===== src/rtl/dvp_pkg.sv =====
// Shared encodings for the DVP raw Bayer pattern source: pattern selects,
// timing FSM states, colour-bar table and Bayer site decode.
package dvp_pkg;

    typedef enum logic [1:0] {
        PAT_RAMP   = 2'd0,
        PAT_BARS   = 2'd1,
        PAT_CONST  = 2'd2,
        PAT_MOVING = 2'd3
    } pat_sel_e;

    typedef enum logic [2:0] {
        ST_IDLE   = 3'd0,
        ST_VSYNC  = 3'd1,
        ST_VBP    = 3'd2,
        ST_ACTIVE = 3'd3,
        ST_VFP    = 3'd4
    } dvp_state_e;

    typedef enum logic [1:0] {
        SITE_R  = 2'b00,
        SITE_GR = 2'b01,
        SITE_GB = 2'b10,
        SITE_B  = 2'b11
    } bayer_site_e;

    // {R,G,B}: white, yellow, cyan, green, magenta, red, blue, black
    localparam logic [2:0] BAR_RGB [8] = '{
        3'b111, 3'b110, 3'b011, 3'b010, 3'b101, 3'b100, 3'b001, 3'b000
    };

    function automatic bayer_site_e site_of(input logic y0, input logic x0);
        return bayer_site_e'({y0, x0});
    endfunction

endpackage


===== src/rtl/dvp_pattern_gen.sv =====
// Combinational pixel generator; the top registers its output into Data.
module dvp_pattern_gen
    import dvp_pkg::*;
#(
    parameter int H_ACTIVE = 640
) (
    input  logic        href,
    input  logic [11:0] x,
    input  logic [7:0]  y,
    input  logic [1:0]  pat_sel,
    input  logic [7:0]  const_val,
    input  logic [7:0]  frame_cnt,
    output logic [7:0]  data
);

    localparam logic [11:0] BAR_W = 12'(H_ACTIVE / 8);

    logic [11:0] bar_full;
    logic [2:0]  rgb;

    assign bar_full = x / BAR_W;

    always_comb begin
        data = '0;
        rgb  = BAR_RGB[bar_full[2:0]];
        if (href) begin
            case (pat_sel)
                PAT_RAMP:  data = x[7:0];
                PAT_BARS: begin
                    case (site_of(y[0], x[0]))
                        SITE_R:  data = {8{rgb[2]}};
                        SITE_B:  data = {8{rgb[0]}};
                        default: data = {8{rgb[1]}};
                    endcase
                end
                PAT_CONST: data = const_val;
                default:   data = x[7:0] + y + frame_cnt;
            endcase
        end
    end

endmodule


===== src/rtl/dvp_raw_pattern_tx.sv =====
// DVP raw Bayer sensor emulator: frame timing FSM, counters and registered outputs.
//   state     | meaning
//   ST_IDLE   | outputs low, waiting for En
//   ST_VSYNC  | Vsync high for VSYNC_LINES line periods
//   ST_VBP    | vertical back porch
//   ST_ACTIVE | V_ACTIVE lines, Href high for the first H_ACTIVE cycles of each
//   ST_VFP    | vertical front porch; last cycle pulses FrameDone
module dvp_raw_pattern_tx
    import dvp_pkg::*;
#(
    parameter int H_ACTIVE    = 640,
    parameter int H_BLANK     = 144,
    parameter int V_ACTIVE    = 480,
    parameter int VSYNC_LINES = 3,
    parameter int V_BP_LINES  = 17,
    parameter int V_FP_LINES  = 10
) (
    input  logic       PCLK,
    input  logic       Rst_n,
    input  logic       En,
    input  logic [1:0] PatSel,
    input  logic [7:0] ConstVal,
    output logic       Vsync,
    output logic       Href,
    output logic [7:0] Data,
    output logic       FrameStart,
    output logic       FrameDone,
    output logic [7:0] FrameCnt
);

    localparam int          LINE_LEN = H_ACTIVE + H_BLANK;
    localparam logic [11:0] H_LAST   = 12'(LINE_LEN - 1);
    localparam logic [11:0] H_ACT    = 12'(H_ACTIVE);

    if (H_ACTIVE < 8 || (H_ACTIVE % 8) != 0) $error("H_ACTIVE must be >= 8 and a multiple of 8");
    if (H_BLANK < 1) $error("H_BLANK must be >= 1");
    if (LINE_LEN > 4096) $error("line length exceeds 12-bit hcnt");
    if (V_ACTIVE < 1 || V_ACTIVE > 2048) $error("V_ACTIVE out of range");
    if (VSYNC_LINES < 1 || VSYNC_LINES > 2048) $error("VSYNC_LINES out of range");
    if (V_BP_LINES < 1 || V_BP_LINES > 2048) $error("V_BP_LINES out of range");
    if (V_FP_LINES < 1 || V_FP_LINES > 2048) $error("V_FP_LINES out of range");

    dvp_state_e  state_q, state_d;
    logic [11:0] hcnt_q, hcnt_d;
    logic [10:0] lcnt_q, lcnt_d;
    logic [1:0]  pat_q, pat_d;
    logic [7:0]  const_q, const_d;
    logic [7:0]  frame_cnt_q, frame_cnt_d;
    logic        vsync_q, vsync_d;
    logic        href_q, href_d;
    logic [7:0]  data_q, data_d;
    logic        fs_q, fs_d;
    logic        done_q, done_d;
    logic        line_end, last_line, start;

    always_comb begin
        state_d   = state_q;
        hcnt_d    = hcnt_q;
        lcnt_d    = lcnt_q;
        start     = 1'b0;
        line_end  = (hcnt_q == H_LAST);
        last_line = 1'b0;

        case (state_q)
            ST_VSYNC:  last_line = (lcnt_q == 11'(VSYNC_LINES - 1));
            ST_VBP:    last_line = (lcnt_q == 11'(V_BP_LINES - 1));
            ST_ACTIVE: last_line = (lcnt_q == 11'(V_ACTIVE - 1));
            ST_VFP:    last_line = (lcnt_q == 11'(V_FP_LINES - 1));
            default:   last_line = 1'b0;
        endcase

        if (state_q == ST_IDLE) begin
            hcnt_d = '0;
            lcnt_d = '0;
            start  = En;
        end else begin
            hcnt_d = line_end ? 12'd0 : hcnt_q + 12'd1;
            if (line_end) begin
                lcnt_d = last_line ? 11'd0 : lcnt_q + 11'd1;
                if (last_line) begin
                    case (state_q)
                        ST_VSYNC:  state_d = ST_VBP;
                        ST_VBP:    state_d = ST_ACTIVE;
                        ST_ACTIVE: state_d = ST_VFP;
                        ST_VFP: begin
                            state_d = ST_IDLE;
                            start   = En;
                        end
                        default:   state_d = ST_IDLE;
                    endcase
                end
            end
        end

        // A new frame always begins with hcnt/lcnt cleared, whether from IDLE or back-to-back.
        if (start) begin
            state_d = ST_VSYNC;
            hcnt_d  = '0;
            lcnt_d  = '0;
        end

        // Outputs are registered from the next-state view so they line up with state_q.
        vsync_d     = (state_d == ST_VSYNC);
        href_d      = (state_d == ST_ACTIVE) && (hcnt_d < H_ACT);
        fs_d        = start;
        done_d      = (state_d == ST_VFP) && (hcnt_d == H_LAST)
                      && (lcnt_d == 11'(V_FP_LINES - 1));
        frame_cnt_d = frame_cnt_q + {7'd0, done_d};
        pat_d       = start ? PatSel : pat_q;
        const_d     = start ? ConstVal : const_q;
    end

    dvp_pattern_gen #(
        .H_ACTIVE (H_ACTIVE)
    ) u_pattern_gen (
        .href      (href_d),
        .x         (hcnt_d),
        .y         (lcnt_d[7:0]),
        .pat_sel   (pat_q),
        .const_val (const_q),
        .frame_cnt (frame_cnt_q),
        .data      (data_d)
    );

    always_ff @(posedge PCLK or negedge Rst_n) begin
        if (!Rst_n) begin
            state_q     <= ST_IDLE;
            hcnt_q      <= '0;
            lcnt_q      <= '0;
            pat_q       <= '0;
            const_q     <= '0;
            frame_cnt_q <= '0;
            vsync_q     <= 1'b0;
            href_q      <= 1'b0;
            data_q      <= '0;
            fs_q        <= 1'b0;
            done_q      <= 1'b0;
        end else begin
            state_q     <= state_d;
            hcnt_q      <= hcnt_d;
            lcnt_q      <= lcnt_d;
            pat_q       <= pat_d;
            const_q     <= const_d;
            frame_cnt_q <= frame_cnt_d;
            vsync_q     <= vsync_d;
            href_q      <= href_d;
            data_q      <= data_d;
            fs_q        <= fs_d;
            done_q      <= done_d;
        end
    end

    assign Vsync      = vsync_q;
    assign Href       = href_q;
    assign Data       = data_q;
    assign FrameStart = fs_q;
    assign FrameDone  = done_q;
    assign FrameCnt   = frame_cnt_q;

endmodule


===== config.mk =====
export PLATFORM = sky130hd
export DESIGN_NAME = dvp_raw_pattern_tx
export DESIGN_NICKNAME = d
export VERILOG_FILES = /design/src/rtl/dvp_pkg.sv /design/src/rtl/dvp_pattern_gen.sv /design/src/rtl/dvp_raw_pattern_tx.sv
export SDC_FILE = /design/constraint.sdc
export NUM_CORES = 1
export LEC_CHECK = 0
export ABC_AREA = 0
export BUFFER_PORTS_ARGS = -buffer_cell sky130_fd_sc_hd__buf_2
export CORE_ASPECT_RATIO = 0.75
export CORE_MARGIN = 2
export CORE_UTILIZATION = 55
export DETAILED_ROUTE_END_ITERATION = 16
export PLACE_DENSITY = 0.7
export SETUP_SLACK_MARGIN = 0.3
export SLEW_MARGIN = 20
export SYNTH_ARGS = -nofsm -noshare
export SYNTH_HDL_FRONTEND = slang
export SYNTH_SLANG_ARGS = --single-unit

===== constraint.sdc =====
create_clock -name PCLK -period 5.6 [get_ports PCLK]
set_input_delay 0 -clock PCLK [delete_from_list [all_inputs] [get_ports PCLK]]
set_output_delay 0 -clock PCLK [all_outputs]
set_load 0.03 [all_outputs]

After elaboration in Yosys (flattened, before gate mapping) --
Memory sizes are Yosys's and may differ from the RTL's. Cells that the tools add are included.
Storage, ports and cells: output and inout bits 20, flip-flop bits (word level) 56, word-level logic and storage cells 66, input port bits 13, bits in read-only memories 24, memories 1
Cells by class: mux-type cells 22, reduce and logical (&&, ||, !) cells 6, add/sub/neg operators 5, divide/modulo/power cells 1, $lt $le $gt $ge 2, equal/unequal tests 17, bitwise operators 1
Memory list:
- (name not given) | depth 8, bits a word 3, rd ports 1, clocked after memory_dff 0, write ports 0, line dvp_pattern_gen.sv:25 | rgb = BAR_RGB[bar_full[2:0]];
Operators with widths (count):
- 11-bit two-way mux | 4
- 12-bit two-way mux | 3
- 12-bit by 10-bit == test with 1-bit output, second input constant | 2
- 8-bit one-hot mux with 3 select lines | 1
- 11-bit by 4-bit == test with 1-bit output, second input constant | 2
- 3-bit two-way mux | 6
- 8-bit adder | 2
- 8-bit one-hot mux with 2 select lines | 1
- 12-bit by 1-bit adder with 12-bit output, second input constant | 1
- 12-bit by 7-bit divider with 12-bit output, second input constant | 1
- 12-bit by 10-bit < comparator with 1-bit output, second input constant | 1
- 11-bit by 1-bit adder with 11-bit output, second input constant | 1
- 11-bit by 2-bit == test with 1-bit output, second input constant | 1
- 11-bit by 5-bit == test with 1-bit output, second input constant | 1
- 11-bit by 9-bit == test with 1-bit output, second input constant | 1
- 3-bit by 2-bit == test with 1-bit output, second input constant | 3
- 3-bit one-hot mux with 3 select lines | 1
- 8-bit by 1-bit adder with 8-bit output | 1
- 8-bit two-way mux | 1
- 3-bit by 1-bit == test with 1-bit output, second input constant | 2
- 3-bit == test, second input constant | 2
- 2-bit == test, second input constant | 2
- 4-bit >= comparator, second input constant | 1
- 2-bit logical NOT | 2
- 6 further kinds | 11

Depth between registers and ports, before layout --
word-level depth 14, gate-level depth with buffers 25, gate-level depth less buffers 22

By module --
A second synthesis with hierarchy kept.
Second synthesis, totals: cell total of the unflattened synthesis 402, area total of the unflattened synthesis 3852.4 µm²
Modules (own cells, without submodules):
- dvp_raw_pattern_tx | instances 1, seq. area each 1401.3 µm², cells each 246, area an instance 2677.6 µm²
- dvp_pattern_gen | instances 1, seq. area each 0.0 µm², cells each 156, area an instance 1174.9 µm²

Least setup slack after synthesis --
OpenSTA, ideal clock, no wires.
path type reg-to-reg, start reg hcnt_q[0], end reg data_q[7] (netlist: Data[7]), cell stages (with the launch flop) 23, clock period less this slack 4.340 ns, required time 5.522 ns, setup time 0.078 ns, arrival 4.262 ns, path buffers 2, slack 1.260 ns, cells stage by stage dfrtp_1 > ha_1 > and3_1 > buf_2 > nand3_1 > a21oi_1 > nand4_1 > clkbuf_1 > or2_2 > a21boi_0 > nor2_1 > fa_1 > inv_1 > fa_1 > nor2b_1 > o21ai_0 > a21oi_1 > o21a_1 > nor2_1 > xnor2_1 > xnor2_1 > o221ai_1 > a21oi_1
Between the ends: word-level cells in the longest chain between the ends 12, elaborated cells on any way between the ends 28, those cells by class 3 x add/sub; 1 x div; 1 x order compare; 3 x eq/ne; 16 x mux; 1 x bitwise; 2 x reduce/logical; 1 x memory
Ends and longest elaborated chain:
- start: declaration | line dvp_raw_pattern_tx.sv:44 | logic [11:0] hcnt_q, hcnt_d;
- start signal: assignment | line dvp_raw_pattern_tx.sv:140 | hcnt_q <= hcnt_d;
- 12-bit by 1-bit adder with 12-bit output or 12-bit by 10-bit == test with 1-bit output (tied branches) | line dvp_raw_pattern_tx.sv:77, dvp_raw_pattern_tx.sv:61
- 12-bit two-way mux or 1-bit two-way mux (tied branches) | line dvp_raw_pattern_tx.sv:77, dvp_raw_pattern_tx.sv:78
- 12-bit two-way mux or 1-bit two-way mux (tied branches) | line dvp_raw_pattern_tx.sv:72 | if (state_q == ST_IDLE) begin
- 12-bit two-way mux (*) | line dvp_raw_pattern_tx.sv:96 | if (start) begin
- named net hcnt_d[2] | line dvp_raw_pattern_tx.sv:44
- 12-bit by 7-bit divider with 12-bit output | line dvp_pattern_gen.sv:21 | assign bar_full = x / BAR_W;
- 3-bit inverter with 4-bit output (implied by the code) | line dvp_pattern_gen.sv:25
- memory read 8 x 3 bit
- 3-bit two-way mux (implied by the code) (2 in series) | line dvp_pattern_gen.sv:25
- 8-bit one-hot mux with 2 select lines | line dvp_pattern_gen.sv:30 | case (site_of(y[0], x[0]))
- 8-bit one-hot mux with 3 select lines | line dvp_pattern_gen.sv:27 | case (pat_sel)
- 8-bit two-way mux (*) | line dvp_pattern_gen.sv:26 | if (href) begin
- named net data_d[7] | line dvp_raw_pattern_tx.sv:51 | logic [7:0] data_q, data_d;
- end signal: assignment | line dvp_raw_pattern_tx.sv:147 | data_q <= data_d;
- end: declaration | line dvp_raw_pattern_tx.sv:51
The timed path passes the listed nets; every way through them passes the cells marked *. The select of a mux whose other input is x is not followed. A chain may end at the register's enable or synchronous reset.

Final worst setup path --
start reg state_q[2], end reg data_q[7] (netlist: Data[7])
Between the ends: word-level cells in the longest chain between the ends 14, elaborated cells on any way between the ends 36, those cells by class 2 x add/sub; 1 x div; 1 x order compare; 6 x eq/ne; 21 x mux; 1 x bitwise; 3 x reduce/logical; 1 x memory
Ends and longest elaborated chain:
- start: declaration | line dvp_raw_pattern_tx.sv:43 | dvp_state_e state_q, state_d;
- start signal: assignment | line dvp_raw_pattern_tx.sv:139 | state_q <= state_d;
- 3-bit == test (tied with other cells) | line dvp_raw_pattern_tx.sv:64, dvp_raw_pattern_tx.sv:81
- 1-bit one-hot mux with 4 select lines or 1-bit two-way mux (tied branches) | line dvp_raw_pattern_tx.sv:64, dvp_raw_pattern_tx.sv:81
- 1-bit two-way mux | line dvp_raw_pattern_tx.sv:80 | if (last_line) begin
- 1-bit two-way mux | line dvp_raw_pattern_tx.sv:78 | if (line_end) begin
- 1-bit two-way mux | line dvp_raw_pattern_tx.sv:72
- 12-bit two-way mux (*) | line dvp_raw_pattern_tx.sv:96
- named net hcnt_d[2] | line dvp_raw_pattern_tx.sv:44
- 12-bit by 7-bit divider with 12-bit output | line dvp_pattern_gen.sv:21
- 3-bit inverter with 4-bit output (implied by the code) | line dvp_pattern_gen.sv:25
- memory read 8 x 3 bit
- 3-bit two-way mux (implied by the code) (2 in series) | line dvp_pattern_gen.sv:25
- 8-bit one-hot mux with 2 select lines | line dvp_pattern_gen.sv:30
- 8-bit one-hot mux with 3 select lines | line dvp_pattern_gen.sv:27
- 8-bit two-way mux (*) | line dvp_pattern_gen.sv:26
- named net data_d[7] | line dvp_raw_pattern_tx.sv:51
Marked as above.

==> flow_metrics.py <==
metrics = {
    "floorplan": {
        "core_area_um2": 7260,
        "die_area_um2": 8120,
        "io-pin-count": 33,
        "initial_utilization_pct": 56.1,
        "die_height_um": 78.5,
        "dieWidth_um": 103,
        "placementRows": 27,
    },
    "synthesis": {
        "post_synth_most_frequent_cells": "56 x sky130_fd_sc_hd__dfrtp_1, 51 x sky130_fd_sc_hd__nand2_1, 33 x sky130_fd_sc_hd__nor2_1, 27 x sky130_fd_sc_hd__o21ai_0",
        "yosysSeqAreaShare_pct": 34.4,
        "yosysWarningCount": 0,
        "syn-instance-count": 462,
        "synth_fp_nets": 495,
        "synth_most_common_cell": "sky130_fd_sc_hd__dfrtp_1",
        "netlist.top_cell.by_area": "sky130_fd_sc_hd__dfrtp_1",
        "synth_top_cells_by_area": "sky130_fd_sc_hd__dfrtp_1 34%, sky130_fd_sc_hd__xnor2_1 5.4%, sky130_fd_sc_hd__nand2_1 4.7%",
        "synth_cell_type_count": 75,
        "synth_seq_cells": 56,
        "syn_area_per_cell_um2": 8.82,
        "synth-async-reset-ratio_pct": 100,
        "synth.cell_area_um2": 4080,
        "post-synth-top-area-fraction_pct": 34.4,
        "ys_dominant_reg_cell": "sky130_fd_sc_hd__dfrtp_1",
        "synth_edf_count": 0,
    },
    "clock_tree": {
        "root_buffer": "sky130_fd_sc_hd__clkbuf_8",
        "clock_latency_ns": 0.31,
        "clock_path_buffers": 2,
        "clock-sinks": 56,
        "cts_tree": "built",
        "cts.reportedPaths.clkPinSlew_ns": 0.10,
        "cts-htree-levels": 2,
        "tritoncts.num_buffers": 5,
        "post_cts_setup_repair_bufs": 0,
    },
    "min_path": {
        "timing.hold.worst.start": "En",
        "min_delay_worst_endpoint": "state_q[0]",
        "worst_hold_path.num_cells": 6,
        "worstHoldPathType": "in -> reg",
    },
    "setup_path": {
        "timing.critical_path.slowest_cell_delay_ns": 0.55,
        "timing.critical_path.from_type": "register",
        "critPathMaxFanout": 13,
        "worst_path_max_delay_cell": "sky130_fd_sc_hd__fa_1",
        "worst_ep_required_time_ns": 5.84,
        "critical_path.reg2reg.endpoint": "Data[7]",
        "launch_instance_of_the_worst_register_to_register_path": "state_q[2]",
        "critPathCaptureType": "register",
        "ff2ff_setup_slack_ns": 0.67,
        "worst-endpoint-arrival_ns": 5.17,
        "kind_of_critical_path": "reg -> reg",
        "crit_path_cell_trace": "nand2b_1 -> a2111oi_1 -> o221a_2 -> nand4_1 -> buf_4 -> or2_2 -> a21boi_0 -> nor2_1 -> fa_1 -> inv_1 -> fa_1 -> nor2b_1 -> o21ai_0 -> a21oi_1 -> o21a_1 -> nor2_1 -> xnor2_1 -> xnor2_1 -> o221ai_1 -> a21oi_1",
        "reg2reg_depth": 20,
    },
    "timing": {
        "finalSetupTns_ns": 0,
        "relSlewSlack_pct": 34.6,
        "worst_slew_pin_slew_ns": 0.977,
        "fin_crit_ns": 4.93,
        "clock-skew-final_ns": 0.00837,
        "setup_viol": 0,
        "final-hold-violation-count": 0,
        "fin_crit_sh_pct": 88.1,
        "timing.final.max_slew_violations": 0,
        "rsz0062_at_grt": "no",
        "max_clock_freq_ghz": 0.203,
    },
    "power": {
        "swShare_pct": 39.3,
        "power.share.sequential_pct": 44.5,
        "worst_ir_drop_vdd_v": 0.000134,
        "power_leakage_uw": 0.00201,
        "power_switching_uw": 440,
        "clockPowerShare_pct": 19.5,
        "power_report.internal_total_uw": 678,
        "combinational_power_share_pct": 36.0,
        "power_density_cells_nw_per_um2": 251,
    },
    "run_status": {
        "outcome": "completed",
    },
    "cells_and_area": {
        "drive_above_1_share_pct": 14.7,
        "final_area_um2": 4450,
        "area.sequential_um2": 1400,
        "syn2layout_area_growth_pct": 9.12,
        "finalNetCount": 524,
        "multi_input_area_um2": 2450,
        "insertedDiodeCount": 0,
        "final.fill_count": 674,
    },
    "routing": {
        "avgRoutedWirePerCell_um": 17.0,
        "drt_pass1_iterations": 5,
        "vias": 3584,
        "drt_iter0_drc": 300,
        "drcViolationCount": 0,
        "via_count_normalized_by_instance_count": 6.05,
        "ant_nets": 0,
        "total_wire_length_um": 10000,
    },
    "place": {
        "placedInstanceArea_um2": 4240,
        "gp_congestion": 0.937,
        "detailed_place_hpwl_um": 7330,
        "place.port_buffers": 32,
    },
    "grt": {
        "grt_antenna_before_repair": 0,
        "grt_pass1_vias": 3230,
        "grt_pass1_wl_um": 16300,
        "overall_global_routing_resource_usage_pct": 25.9,
        "grt-ovfl-total": 0,
        "grt_max_degree": 57,
    },
    "job": {
        "max_cap_violations": 0,
    },
}
## layer usage
metal | vias to the layer above | track usage, % | share of wire [%]
met5 | - | 0 | 0
met4 | 0 | 5.26 | 0.82
met3 | 12 | 5.16 | 8.9
met2 | 159 | 37.2 | 43
met1 | 1682 | 40.3 | 48
li1 | 1731 | - | -
## final cells by class
type / count / share of cell area (%)
Timing Repair Buffer: 46 / 6.58
Clock inverter: 2 / 0.281
Inverter: 25 / 2.11
Sequential cell: 56 / 31.5
Multi-Input combinational cell: 357 / 55.1
Clock buffer: 5 / 1.55
Tap cell: 101 / 2.84
## cells by family after synthesis
family | Yosys count | synth area share, %
adder cells (fa/ha/maj) | 20 | 7.61
AND/OR/NAND/NOR | 195 | 25.2
multiplexers | 3 | 0.768
flip-flops | 56 | 34.4
AO/OA/AOI/OAI | 105 | 18.8
XOR/XNOR | 34 | 7.31
buffers and inverters | 49 | 5.86
## timing repair
| action | CTS | global route |
|---|---|---|
| setup endpoints to repair | 0 | 1 |
| hold buffers | 11 | 0 |
| resized for setup | 0 | 5 |
| endpoints found under the hold margin | 66 | 0 |
## how the worst max path moves through the flow
| stage | startpoint | to | slack (ns) | cells after the start |
|---|---|---|---|---|
| 6_report | state_q[2] | Data[7] | 0.67 | 20 |
| 3_5_place_dp | state_q[1] | Data[7] | 0.64 | 20 |
| 5_1_grt | hcnt_q[0] | Data[7] | 0.32 | 21 |
| 2_1_floorplan | hcnt_q[0] | Data[7] | 1.26 | 22 |
| 4_1_cts | state_q[1] | Data[7] | 0.61 | 20 |
| 3_3_place_gp | state_q[1] | Data[7] | 0.87 | 20 |
## power groups by stage
stage               Combinational, uW  Clock [uW]  Sequential, uW
global route                      450         240             503
CTS                               395         221             494
global placement                  379           0             498
detailed placement                385           0             502
finish                            402         218             498
floorplan                         323           0             472
## cells in the final DEF (no fill, tap or decap), types with 4 or more instances in the layout
cell and count:
sky130_fd_sc_hd__nand2_1 51, sky130_fd_sc_hd__or3_1 7, sky130_fd_sc_hd__o31ai_1 4, sky130_fd_sc_hd__a21oi_1 19, sky130_fd_sc_hd__ha_1 12, sky130_fd_sc_hd__nand3_1 18, sky130_fd_sc_hd__nand2b_1 4, sky130_fd_sc_hd__dfrtp_1 55
sky130_fd_sc_hd__and3_1 9, sky130_fd_sc_hd__fa_1 8, sky130_fd_sc_hd__nor2b_1 6, sky130_fd_sc_hd__inv_1 24, sky130_fd_sc_hd__o221ai_1 9, sky130_fd_sc_hd__xor2_1 9, sky130_fd_sc_hd__nor4_1 4, sky130_fd_sc_hd__nor2_1 33
sky130_fd_sc_hd__dlygate4sd3_1 11, sky130_fd_sc_hd__nand4_1 8, sky130_fd_sc_hd__xnor2_1 25, sky130_fd_sc_hd__clkbuf_8 5, sky130_fd_sc_hd__nor3_1 25, sky130_fd_sc_hd__buf_2 32, sky130_fd_sc_hd__o21ai_0 27
## critical path: cells and delay by family (launching register included)
| family | cells | cell delay (ns) |
|---|---|---|
| xor gates and xnor gates | 2 | 0.33 |
| and+or+nand+nor | 6 | 1.02 |
| buffers and inverters | 2 | 0.24 |
| AOI/OAI and AO/OA | 8 | 1.77 |
| DFF | 1 | 0.51 |
| adders and majority gates | 2 | 1.00 |
## flip-flops by register name, indices dropped and copies added (netlist names)
signal      flops
lcnt_q         11
pat_q           2
FrameDone       1
const_q         8
FrameCnt        8
state_q         3
Vsync           1
FrameStart      1
Href            1
Data            8
hcnt_q         12
## per-stage QoR
step / power (uW) / worst slack, ns / hold WS, ns / instances / util (%)
after floorplan: 795 / 1.26 / -0.296 / 462 / -
after global placement: 877 / 0.870 / 0.189 / 574 / 58.4
after detailed placement: 887 / 0.642 / 0.192 / 574 / 58.4
after CTS: 1110 / 0.612 / 0.329 / 592 / 61.0
after global routing: 1190 / 0.316 / 0.368 / 592 / 61.2
final: 1120 / 0.665 / 0.329 / 592 / 61.2
(Power assumes the default switching activity.)
